[config.mk]
export PLATFORM = sky130hd
export DESIGN_NAME = scan_line_sequencer
export DESIGN_NICKNAME = d
export VERILOG_FILES = /design/src/rtl/scan_line_sequencer_pkg.sv /design/src/rtl/scan_line_sequencer_interval.sv /design/src/rtl/scan_line_sequencer.sv
export SDC_FILE = /design/constraint.sdc
export NUM_CORES = 1
export LEC_CHECK = 0
export BUFFER_PORTS_ARGS = -buffer_cell sky130_fd_sc_hd__buf_2
export CORE_ASPECT_RATIO = 1.5
export CORE_MARGIN = 2
export CORE_UTILIZATION = 58
export CTS_CLUSTER_DIAMETER = 30
export CTS_CLUSTER_SIZE = 30
export DETAILED_ROUTE_END_ITERATION = 6
export PLACE_DENSITY = 0.81
export SYNTH_ARGS = -nofsm -noshare
export SYNTH_HDL_FRONTEND = slang
export SYNTH_SLANG_ARGS = --single-unit
export TNS_END_PERCENT = 100
[constraint.sdc]
create_clock -name clk -period 2.5 [get_ports clk]
set_input_delay 0.5 -clock clk [delete_from_list [all_inputs] [get_ports clk]]
set_output_delay 0.5 -clock clk [all_outputs]
set_load 0.01 [all_outputs]
[src/rtl/scan_line_sequencer_pkg.sv]
// Shared types and default sizing for the scan line sequencer.
package scan_seq_pkg;

    localparam int LINE_W_DEF      = 8;
    localparam int LISTEN_W_DEF    = 16;
    localparam int DEAD_W_DEF      = 12;
    localparam int ACK_TIMEOUT_DEF = 16;

    typedef enum logic [2:0] {
        IDLE     = 3'd0,
        FIRE     = 3'd1,
        WAIT_ACK = 3'd2,
        WAIT_TX  = 3'd3,
        LISTEN   = 3'd4,
        DEAD     = 3'd5,
        DONE     = 3'd6
    } scan_state_e;

    function automatic int max3(input int a, input int b, input int c);
        int m;
        m = (a > b) ? a : b;
        return (m > c) ? m : c;
    endfunction

endpackage

[src/rtl/scan_line_sequencer_interval.sv]
// Loadable down-counter with zero flag; shared by the ack, listen and dead-time intervals.
module scan_interval_counter #(
    parameter int W = 16
) (
    input  logic         clk,
    input  logic         rst_n,
    input  logic         load_i,
    input  logic [W-1:0] load_val_i,
    input  logic         dec_i,
    output logic         zero_o
);

    logic [W-1:0] count_q, count_d;

    // Load wins over decrement; the count parks at zero rather than wrapping.
    always_comb begin
        count_d = count_q;
        if (load_i) begin
            count_d = load_val_i;
        end else if (dec_i && (count_q != '0)) begin
            count_d = count_q - 1'b1;
        end
    end

    always_ff @(posedge clk) begin
        if (!rst_n) begin
            count_q <= '0;
        end else begin
            count_q <= count_d;
        end
    end

    assign zero_o = (count_q == '0);

endmodule

[src/rtl/scan_line_sequencer.sv]
// Frame scheduler: fire tx, open listen window, enforce dead time, once per scan line.
// Build option SCAN_CONTINUOUS_EN adds the 'continuous' input for back-to-back frames.
//
// state    | meaning
// IDLE     | waiting for frame_start
// FIRE     | one cycle; tx_start is issued on the following cycle
// WAIT_ACK | waiting up to ACK_TIMEOUT cycles for tx_busy to rise
// WAIT_TX  | waiting for tx_busy to fall
// LISTEN   | receive window, listen_cycles long
// DEAD     | dead time, max(deadtime_cycles,1) long
// DONE     | frame_done cycle
//
// tx_start/listen_window are registered from the state, so they lag it by one cycle.
// Line-to-line tx_start spacing = ack latency + tx busy time + listen + max(dead,1) + 2 cycles
// (with a transmit FSM that raises busy the cycle after tx_start: busy + listen + max(dead,1) + 3).
module scan_line_sequencer
    import scan_seq_pkg::*;
#(
    parameter int LINE_W      = LINE_W_DEF,
    parameter int LISTEN_W    = LISTEN_W_DEF,
    parameter int DEAD_W      = DEAD_W_DEF,
    parameter int ACK_TIMEOUT = ACK_TIMEOUT_DEF
) (
    input  logic                clk,
    input  logic                rst_n,
    input  logic                frame_start,
    input  logic                abort,
    input  logic [LINE_W-1:0]   num_lines,
    input  logic [LISTEN_W-1:0] listen_cycles,
    input  logic [DEAD_W-1:0]   deadtime_cycles,
`ifdef SCAN_CONTINUOUS_EN
    input  logic                continuous,
`endif
    input  logic                tx_busy,
    output logic                tx_start,
    output logic                listen_window,
    output logic [LINE_W-1:0]   line_index,
    output logic                frame_busy,
    output logic                frame_done,
    output logic                tx_timeout
);

    localparam int CNT_W = max3(LISTEN_W, DEAD_W, $clog2(ACK_TIMEOUT + 1));

    scan_state_e         state_q, state_d;
    logic [LINE_W-1:0]   lines_q, lines_d;
    logic [LISTEN_W-1:0] listen_len_q, listen_len_d;
    logic [DEAD_W-1:0]   dead_len_q, dead_len_d;
    logic [LINE_W-1:0]   line_q, line_d;
    logic                timeout_q, timeout_d;
    logic                done_q, done_d;
    logic                tx_start_q, listen_win_q;

    logic                cnt_load, cnt_dec, cnt_zero;
    logic [CNT_W-1:0]    cnt_val, listen_ld, dead_ld;

    assign listen_ld = CNT_W'(listen_len_q - 1'b1);
    assign dead_ld   = (dead_len_q == '0) ? '0 : CNT_W'(dead_len_q - 1'b1);

    scan_interval_counter #(.W(CNT_W)) u_interval (
        .clk        (clk),
        .rst_n      (rst_n),
        .load_i     (cnt_load),
        .load_val_i (cnt_val),
        .dec_i      (cnt_dec),
        .zero_o     (cnt_zero)
    );

    always_comb begin
        state_d      = state_q;
        lines_d      = lines_q;
        listen_len_d = listen_len_q;
        dead_len_d   = dead_len_q;
        line_d       = line_q;
        timeout_d    = timeout_q;
        done_d       = 1'b0;
        cnt_load     = 1'b0;
        cnt_val      = '0;
        cnt_dec      = 1'b0;

        if (abort) begin
            state_d = IDLE;
        end else begin
            unique case (state_q)
                IDLE: begin
                    if (frame_start) begin
                        timeout_d = 1'b0;
                        if (num_lines == '0) begin
                            done_d = 1'b1;
                        end else begin
                            lines_d      = num_lines;
                            listen_len_d = listen_cycles;
                            dead_len_d   = deadtime_cycles;
                            line_d       = '0;
                            state_d      = FIRE;
                        end
                    end
                end
                FIRE: begin
                    state_d  = WAIT_ACK;
                    cnt_load = 1'b1;
                    cnt_val  = CNT_W'(ACK_TIMEOUT - 1);
                end
                WAIT_ACK: begin
                    cnt_dec = 1'b1;
                    if (tx_busy) begin
                        state_d = WAIT_TX;
                    end else if (cnt_zero) begin
                        timeout_d = 1'b1;
                        state_d   = IDLE;
                    end
                end
                WAIT_TX: begin
                    if (!tx_busy) begin
                        cnt_load = 1'b1;
                        if (listen_len_q != '0) begin
                            state_d = LISTEN;
                            cnt_val = listen_ld;
                        end else begin
                            state_d = DEAD;
                            cnt_val = dead_ld;
                        end
                    end
                end
                LISTEN: begin
                    cnt_dec = 1'b1;
                    if (cnt_zero) begin
                        state_d  = DEAD;
                        cnt_load = 1'b1;
                        cnt_val  = dead_ld;
                    end
                end
                DEAD: begin
                    cnt_dec = 1'b1;
                    if (cnt_zero) begin
                        if (line_q == lines_q - 1'b1) begin
                            state_d = DONE;
                            done_d  = 1'b1;
                        end else begin
                            line_d  = line_q + 1'b1;
                            state_d = FIRE;
                        end
                    end
                end
                DONE: begin
                    state_d = IDLE;
`ifdef SCAN_CONTINUOUS_EN
                    // A zero line count on reload cannot be scheduled, so fall back to IDLE.
                    if (continuous && (num_lines != '0)) begin
                        lines_d      = num_lines;
                        listen_len_d = listen_cycles;
                        dead_len_d   = deadtime_cycles;
                        line_d       = '0;
                        state_d      = FIRE;
                    end
`endif
                end
                default: state_d = IDLE;
            endcase
        end
    end

    always_ff @(posedge clk) begin
        if (!rst_n) begin
            state_q      <= IDLE;
            lines_q      <= '0;
            listen_len_q <= '0;
            dead_len_q   <= '0;
            line_q       <= '0;
            timeout_q    <= 1'b0;
            done_q       <= 1'b0;
            tx_start_q   <= 1'b0;
            listen_win_q <= 1'b0;
        end else begin
            state_q      <= state_d;
            lines_q      <= lines_d;
            listen_len_q <= listen_len_d;
            dead_len_q   <= dead_len_d;
            line_q       <= line_d;
            timeout_q    <= timeout_d;
            done_q       <= done_d;
            tx_start_q   <= (state_q == FIRE) && !abort;
            listen_win_q <= (state_q == LISTEN) && !abort;
        end
    end

    assign tx_start      = tx_start_q;
    assign listen_window = listen_win_q;
    assign line_index    = line_q;
    assign frame_busy    = (state_q != IDLE);
    assign frame_done    = done_q;
    assign tx_timeout    = timeout_q;

endmodule

; Word-level counts from Yosys, hierarchy flattened
; Cells that the tools add are included.
[word_totals]
ff_bits = 67
in_bits = 41
word_cells = 91
[op_classes]
muxes = 38
n_eq_ne = 15
add_sub_neg = 5
n_reduce_logical = 20
n_bitwise = 3
[ops]
columns = operator, n
row1 = $mux 16, 7
row2 = $pmux 16 s3, 1
row3 = $mux 8, 4
row4 = $reduce_bool 16->1, 2
row5 = $sub 16x1->16 const B, 2
row6 = $mux 3, 8
row7 = $pmux 3 s6, 1
row8 = $logic_not 16->1, 1
row9 = $ne 2x2->1 const B, 8
row10 = $pmux 8 s2, 1
row11 = $mux 1, 13
row12 = $sub 12x1->13 const B, 1
row13 = $logic_not 12->1, 1
row14 = $reduce_and 6->1, 2
row15 = $add 8x1->8 const B, 1
row16 = $eq 8x8->1, 1
row17 = $logic_not 8->1, 1
row18 = $sub 8x1->8 const B, 1
row19 = $eq 3x2->1 const B, 2
row20 = $eq 3x3->1 const B, 2
row21 = $reduce_bool 2->1, 3
row22 = $reduce_and 5->1, 1
row23 = $pmux 1 s2, 2
row24 = $reduce_and 4->1, 1
row25 = 10 further kinds, 14

; Depth between registers and ports, before layout
; Gate-level depths: netlist of run 1.
[depth]
word_depth = 7
mapped_depth = 11
depth_no_buf = 9

; Modules after synthesis
; Synthesis of run 1 repeated with hierarchy kept, for this count alone.
[unflattened]
hier_cells = 502
area_unflattened_um2 = 4076.4
[by_module_without_submodules]
columns = mod, n_inst, cells_per_inst, seq_area_each_um2, area_each_um2
row1 = scan_line_sequencer, 1, 388, 1021.0, 3154.3
row2 = scan_interval_counter, 1, 114, 320.3, 922.1

; Worst setup path after synthesis of run 1
; Ideal clock, no wire load.
[synth_timing]
path_kind = register to register
startpoint = register lines_q[0]
endpoint = register line_q[0] (netlist: line_index[0])
path_buffers = 2
path_stages_with_launch = 12
arrival_ns = 2.043
required_time_ns = 2.379
slack_ns = 0.337
path_cell_list = dfxtp_1 inv_1 ha_1 clkbuf_1 nor2_1 a211oi_1 a311oi_1 o211a_1 and2_1 buf_2 o21a_1 mux2_2
[synth_via]
elab_chain_cells = 4
[synth_rtl]
columns = element, line_no
row1 = start: declaration, scan_line_sequencer.sv:46  ; logic [LINE_W-1:0] lines_q, lines_d;
row2 = start signal: assignment, scan_line_sequencer.sv:176  ; lines_q <= lines_d;
row3 = $sub 8x1->8, scan_line_sequencer.sv:136  ; if (line_q == lines_q - 1'b1) begin
row4 = $eq 8x8->1, scan_line_sequencer.sv:136
row5 = $ne 2x2->1 (no line), -
row6 = $reduce_and 6->1 (no line), -
row7 = end signal: assignment, scan_line_sequencer.sv:179  ; line_q <= line_d;
row8 = end: declaration, scan_line_sequencer.sv:49  ; logic [LINE_W-1:0] line_q, line_d;
; Every way passes these cells.
; A chain may end at the register's enable or synchronous reset.

; Worst setup path in the final report of run 1
[layout_timing]
startpoint = register u_interval.count_q[2]
endpoint = register u_interval.count_q[7]
[layout_via]
elab_chain_cells = 5
word_cells_on_any_way = 13
classes_between = 1 x add/sub / 8 x mux / 4 x reduce/logical
[layout_rtl]
columns = element, line_no
row1 = start: declaration, scan_line_sequencer_interval.sv:13  ; logic [W-1:0] count_q, count_d;
row2 = start signal: assignment, scan_line_sequencer_interval.sv:29  ; count_q <= count_d;
row3 = branches (longest 5 deep; another with $sub 16x1->16), -
; Parallel ways; which one is timed is not known. The select of a mux whose other input is x is not followed.

==> results of run 1 <==
flip-flops by register name (all words and copies together), names as in the netlist:
signal,cells
dead_len_q,12
frame_done,1
line_index,8
lines_q,8
listen_len_q,16
listen_window,1
state_q,3
tx_start,1
tx_timeout,1
u_interval.count_q,16
layout by cell type, fill, tap and decap left out, types with 5 or more instances in the layout:
master	Yosys	final
dfxtp_1	67	67
clkbuf_8	0	10
nor3_1	21	21
nand3b_1	5	5
or3_1	8	8
nand2b_1	6	6
a21oi_1	56	56
nor4_1	10	9
buf_4	0	18
xor2_1	24	24
o21ai_0	20	19
inv_1	14	14
a31oi_1	6	6
ha_1	7	7
buf_2	4	53
nand3_1	12	12
xnor2_1	15	15
nand2_1	108	108
nor2_1	43	43
power by group:
part           switching, mW  total [mW]  leakage [nW]  internal (mW)
registers             0.0854        1.22         0.545           1.13
clock network          0.397       0.778        0.0795          0.381
logic                  0.492       0.871          1.25          0.379
total                  0.975        2.87          1.87           1.89
cell families (layout without fill, tap and decap cells):
group	Yosys count	in the layout	share of synthesized area (%)
muxes	4	4	1.059
buffers and inverters	42	101	4.047
xor gates and xnor gates	39	39	8.499
adders and majority gates	7	7	2.179
AOI/OAI and AO/OA	124	124	19.15
and+or+nand+nor	257	257	31.69
DFF	67	67	33.37
worst max path at each step:
stage | from | to | slack (ps) | cells after the start
after floorplan | lines_q[0] | line_index[0] | 340 | 11
after global placement | lines_q[0] | line_index[0] | 260 | 8
after detailed placement | lines_q[0] | line_index[0] | 170 | 8
after CTS | lines_q[0] | line_index[0] | 130 | 8
after global routing | u_interval.count_q[0] | u_interval.count_q[5] | 20 | 10
final | u_interval.count_q[2] | u_interval.count_q[7] | 170 | 7
area by class of cell:
cell class	instances	area, µm²	area share, %
multi-input cells	431	2539	55.24
flip-flops and latches	67	1341	29.19
repair buffers	71	400.4	8.712
clock buffers	13	148.9	3.240
well taps	78	97.59	2.124
inverters	15	56.30	1.225
clock inverters	2	12.51	0.2723
layer usage:
layer | part of all wire, % | GRT usage (%) | vias up | wire length [µm]
met1 | 40 | 30.99 | 1922 | 4082
met2 | 52 | 48.81 | 122 | 5264
met4 | 4.3 | 17.52 | 0 | 433
li1 | - | - | 2022 | -
met5 | 0 | 0 | - | 0
met3 | 3.6 | 3.412 | 37 | 370
repair_timing:
action | in CTS | in global routing
buffers inserted | 0 | 0
endpoints found under the hold margin | 0 | 0
hold buffers | 0 | 0
setup endpoints to repair | 0 | 11
resized for setup | 0 | 7
critical path: stages (launching register included):
cell       delay, ps
dfxtp_1          370
nor4_4           370
and4_2           340
nand3_1          190
a21o_1           330
nand2_1          190
a21oi_1           90
a2111oi_1        330
per-stage QoR:
stage | hold WS [ps] | total power, mW | instances | worst slack, ps | utilization (%)
global route | 386.8 | 3.036 | 677 | 17.55 | 67.53
finish | 379.0 | 2.869 | 677 | 169.3 | 67.53
detailed placement | 470.8 | 2.094 | 662 | 168.9 | 64.81
CTS | 373.7 | 2.860 | 677 | 128.0 | 67.18
global placement | 460.7 | 2.070 | 662 | 259.3 | 64.81
floorplan | 449.2 | 1.866 | 540 | 336.5 | -
==> impl_metrics.py, run 1 <==
metrics = {
    "status": {
        "status": "finished clean",
    },
    "sta": {
        "rsz0062_at_grt": "false",
        "tns_ps": 0,
        "fin_skew_ps": 9.382,
        "timing.slew.headroom_pct": 47.38,
        "tightest_slew_ps": 788.1,
        "setup_viol": 0,
        "min_period_ps": 2331,
        "fmax_mhz": 429.1,
        "hold_viol": 0,
        "maxSlewViolCount": 0,
        "post-route-period-util_pct": 93.23,
    },
    "synthesis": {
        "yosysWarnings": 0,
        "ys_ff_latch": 67,
        "async_flop_share_pct": 0,
        "synth_area_um2": 4019,
        "yosysTopAreaCell": "dfxtp_1",
        "syn_area_per_cell_um2": 7.442,
        "synth.most_common_cell": "nand2_1",
        "synth-edff-count": 0,
        "synth_flop_cell": "dfxtp_1",
        "yosys-top-cells-count": "nand2_1 (108), dfxtp_1 (67), a21oi_1 (56)",
        "syn_nets": 588,
        "ys_seq_area_share_pct": 33.37,
        "synthCells": 540,
        "synth_top_area_share_pct": 33.37,
        "ys_types": 63,
        "synth_area_leaders": "dfxtp_1 (33%), nand2_1 (10%), a21oi_1 (7.0%)",
    },
    "grt": {
        "antenna_found_initial": 0,
        "grt_pass1_wl_um": 16850,
        "grt_pass1_vias": 3803,
        "grtUsageTotal_pct": 27.79,
        "grt_max_degree": 47,
        "overflow": 0,
    },
    "clocking": {
        "clk_pin_slew_ps": 70,
        "cts_made_buffers": 9,
        "cts_max_level": 3,
        "tritoncts": "yes",
        "clock_sinks": 67,
        "cts-root-to-sink-buffers": 2,
        "clk_latency_ps": 350,
        "root_buffer": "clkbuf_8",
    },
    "placement": {
        "gp_congestion": 0.9326,
        "port_buffers": 53,
        "dp_hpwl_um": 7548,
        "placed_area_um2": 4410,
    },
    "final_layout": {
        "fin_area_um2": 4596,
        "fillCellCount": 570,
        "syn_to_final_growth_pct": 14.35,
        "fin_nets": 643,
        "diodes": 0,
        "drive_above_1_share_pct": 17.36,
    },
    "routing": {
        "drcViolationCount": 0,
        "drt-initial-drc-count": 221,
        "via_count": 4103,
        "routedWlPerCell_um": 14.99,
        "drt-pass1-iter-count": 5,
        "ant_nets": 0,
        "finalWirelength_um": 10150,
        "viasPerCell": 6.061,
    },
    "die": {
        "placementRows": 37,
        "start_util_pct": 59.05,
        "fp.dieH_um": 106.0,
        "die_x_um": 71.97,
        "die_area_um2": 7625,
        "core_area_um2": 6805,
        "num_io_pins": 54,
    },
    "worst_setup_path": {
        "r2r_end": "u_interval.count_q[7]",
        "critPathRequiredTime_ps": 2730,
        "crit_path_start_kind": "flip-flop",
        "worst_setup_path_end_kind": "flip-flop",
        "cp.arrival_ps": 2560,
        "crit_type": "flip-flop to flip-flop",
        "worst-r2r-cell-count": 7,
        "regToRegStartpoint": "u_interval.count_q[2]",
        "r2r_slack_ps": 170,
        "crit_fanout": 10,
    },
    "hold_path": {
        "whs_endpoint": "dead_len_q[1]",
        "hp-class": "primary input to flip-flop",
        "min_from": "deadtime_cycles[1]",
        "hold_depth": 3,
    },
    "power": {
        "powerDensity_nw_per_um2": 624.2,
        "peakVddDrop_mv": 0.4398,
        "p_leak_nw": 1.873,
    },
    "flow_run": {
        "maxCapViolCount": 0,
    },
}
Note: power is estimated with default switching activity, not from simulation.
==> run 2: changes to the inputs <==
- SETUP_SLACK_MARGIN: default -> 0.2
==> run 2 against run 1 <==
Against the previous run: clock-buffer cell count unchanged; sequential power about the same; utilization grew 1.9 points; flip-flop and latch count unchanged; non-clock buffer count is 4 higher.
==> impl_metrics.py, run 2 (synthesis gave the netlist of run 1 again) <==
metrics = {
    "final_layout": {
        "final_common_cell": "nand2_1",
        "seqCellArea_um2": 1344,
        "drive_above_1_share_pct": 20.90,
        "diodes": 0,
        "multi_input_area_um2": 2635,
        "mostFrequentLayoutCells": "nand2_1 (108), dfxtp_1 (65), a21oi_1 (56), buf_2 (53), nor2_1 (42)",
        "largest_registers": "listen_len_q (16), u_interval.count_q (16), dead_len_q (12)",
        "fin_nets": 647,
        "fin_util_pct": 69.42,
        "syn_to_final_growth_pct": 17.56,
        "fillCellCount": 566,
    },
    "worst_setup_path": {
        "critPathRequiredTime_ps": 2790,
        "crit_type": "flip-flop to flip-flop",
        "cp.arrival_ps": 2510,
        "r2r_slack_ps": 280,
        "worst_setup_path_end_kind": "flip-flop",
        "crit_fanout": 5,
        "crit_path_start_kind": "flip-flop",
    },
    "sta": {
        "fin_skew_ps": 9.891,
        "tns_ps": 0,
        "maxSlewViolCount": 0,
        "setup_viol": 0,
        "rsz0062_at_grt": "false",
        "post-route-period-util_pct": 88.89,
        "min_period_ps": 2222,
        "fmax_mhz": 450.0,
        "tightest_slew_ps": 798.8,
        "hold_viol": 0,
        "timing.slew.headroom_pct": 46.67,
    },
    "routing": {
        "routedWlPerCell_um": 15.53,
        "finalWirelength_um": 10580,
        "drt-pass1-iter-count": 5,
        "via_count": 4164,
        "viasPerCell": 6.115,
        "ant_nets": 0,
        "drcViolationCount": 0,
        "drt-initial-drc-count": 256,
    },
    "placement": {
        "dp_hpwl_um": 7548,
        "port_buffers": 53,
        "gp_congestion": 0.9326,
    },
    "power": {
        "p_leak_nw": 1.916,
        "powerDensity_nw_per_um2": 623.4,
        "peakVddDrop_mv": 0.4478,
    },
    "grt": {
        "grtUsageTotal_pct": 27.87,
        "busiest_layer": "met2",
        "antenna_found_initial": 0,
        "met1_usage_pct": 31.05,
        "grt_max_degree": 47,
        "grt_pass1_vias": 3818,
        "overflow": 0,
        "grt_pass1_wl_um": 16890,
        "grt_util_met3_pct": 3.412,
        "grtUsageMet2_pct": 49.01,
    },
    "die": {
        "start_util_pct": 59.05,
        "placementRows": 37,
        "num_io_pins": 54,
        "core_area_um2": 6805,
        "fp.dieH_um": 106.0,
        "die_area_um2": 7625,
        "die_x_um": 71.97,
    },
    "status": {
        "status": "finished clean",
    },
    "clocking": {
        "root_buffer": "clkbuf_8",
        "cts_max_level": 3,
        "cts-root-to-sink-buffers": 2,
        "clk_latency_ps": 360,
        "cts_made_buffers": 9,
        "tritoncts": "yes",
        "clock_sinks": 67,
        "clk_pin_slew_ps": 70,
    },
    "hold_path": {
        "hp-class": "primary input to flip-flop",
    },
    "flow_run": {
        "maxCapViolCount": 0,
    },
}
[run 2: changes by cell type in the layout (fill, tap and decap cells not counted), sizes merged]
cell and delta:
buf +4
[run 2: repair_timing]
| item | CTS | global route |
|---|---|---|
| pin swaps | 0 | 5 |
| buffers inserted | 0 | 4 |
| hold buffers | 0 | 0 |
| endpoints found under the setup margin | 5 | 25 |
| resized for setup | 4 | 28 |
[run 2: power breakdown]
part	switching, mW	internal, mW
logic	0.519	0.415
clock network	0.401	0.381
registers	0.0946	1.13
[run 2: per-layer routing]
metal  wire [µm]  vias to the layer above  share of wire (%)
met5           0                        -                  0
met4         460                        0                4.3
met3         411                       40                3.9
met2        5569                      145                 53
met1        4134                     1952                 39
li1            -                     2027                  -
[run 2: stage by stage]
stage / hold WS [ps] / power [mW] / worst slack (ps) / instances / cell area, µm²
after CTS: 373.7 / 2.866 / 202.4 / 677 / 4584
after floorplan: 449.2 / 1.866 / 336.5 / 540 / 4019
after global placement: 460.7 / 2.070 / 259.3 / 662 / 4410
final: 371.8 / 2.945 / 277.8 / 681 / 4725
after global routing: 386.8 / 3.108 / 175.8 / 681 / 4725
after detailed placement: 470.8 / 2.094 / 168.9 / 662 / 4410
[run 2: critical path: stages, from the launching register on]
cell     delay (ps)
dfxtp_1         370
nor4_4          350
and4_4          320
nand2_1          90
o21a_1          220
or3_1           360
or3_1           310
a21oi_1         140
[run 2: path summary, 6_finish.rpt]
check / start / cells past startpoint / end
max: u_interval.count_q[3] / 7 / line_index[5]
min: listen_cycles[1] / 3 / listen_len_q[1]
max reg2reg: u_interval.count_q[3] / 7 / line_index[5]
min reg2reg: dead_len_q[4] / 2 / dead_len_q[4]
[run 2: final cells by class]
cell class / instances / share of cell area [%]
inverter: 15 / 1.192
clock buffer: 13 / 3.151
timing repair buffer: 75 / 9.110
clock inverter: 2 / 0.2648
tap: 78 / 2.066
sequential: 67 / 28.44
multi-input combinational: 431 / 55.77
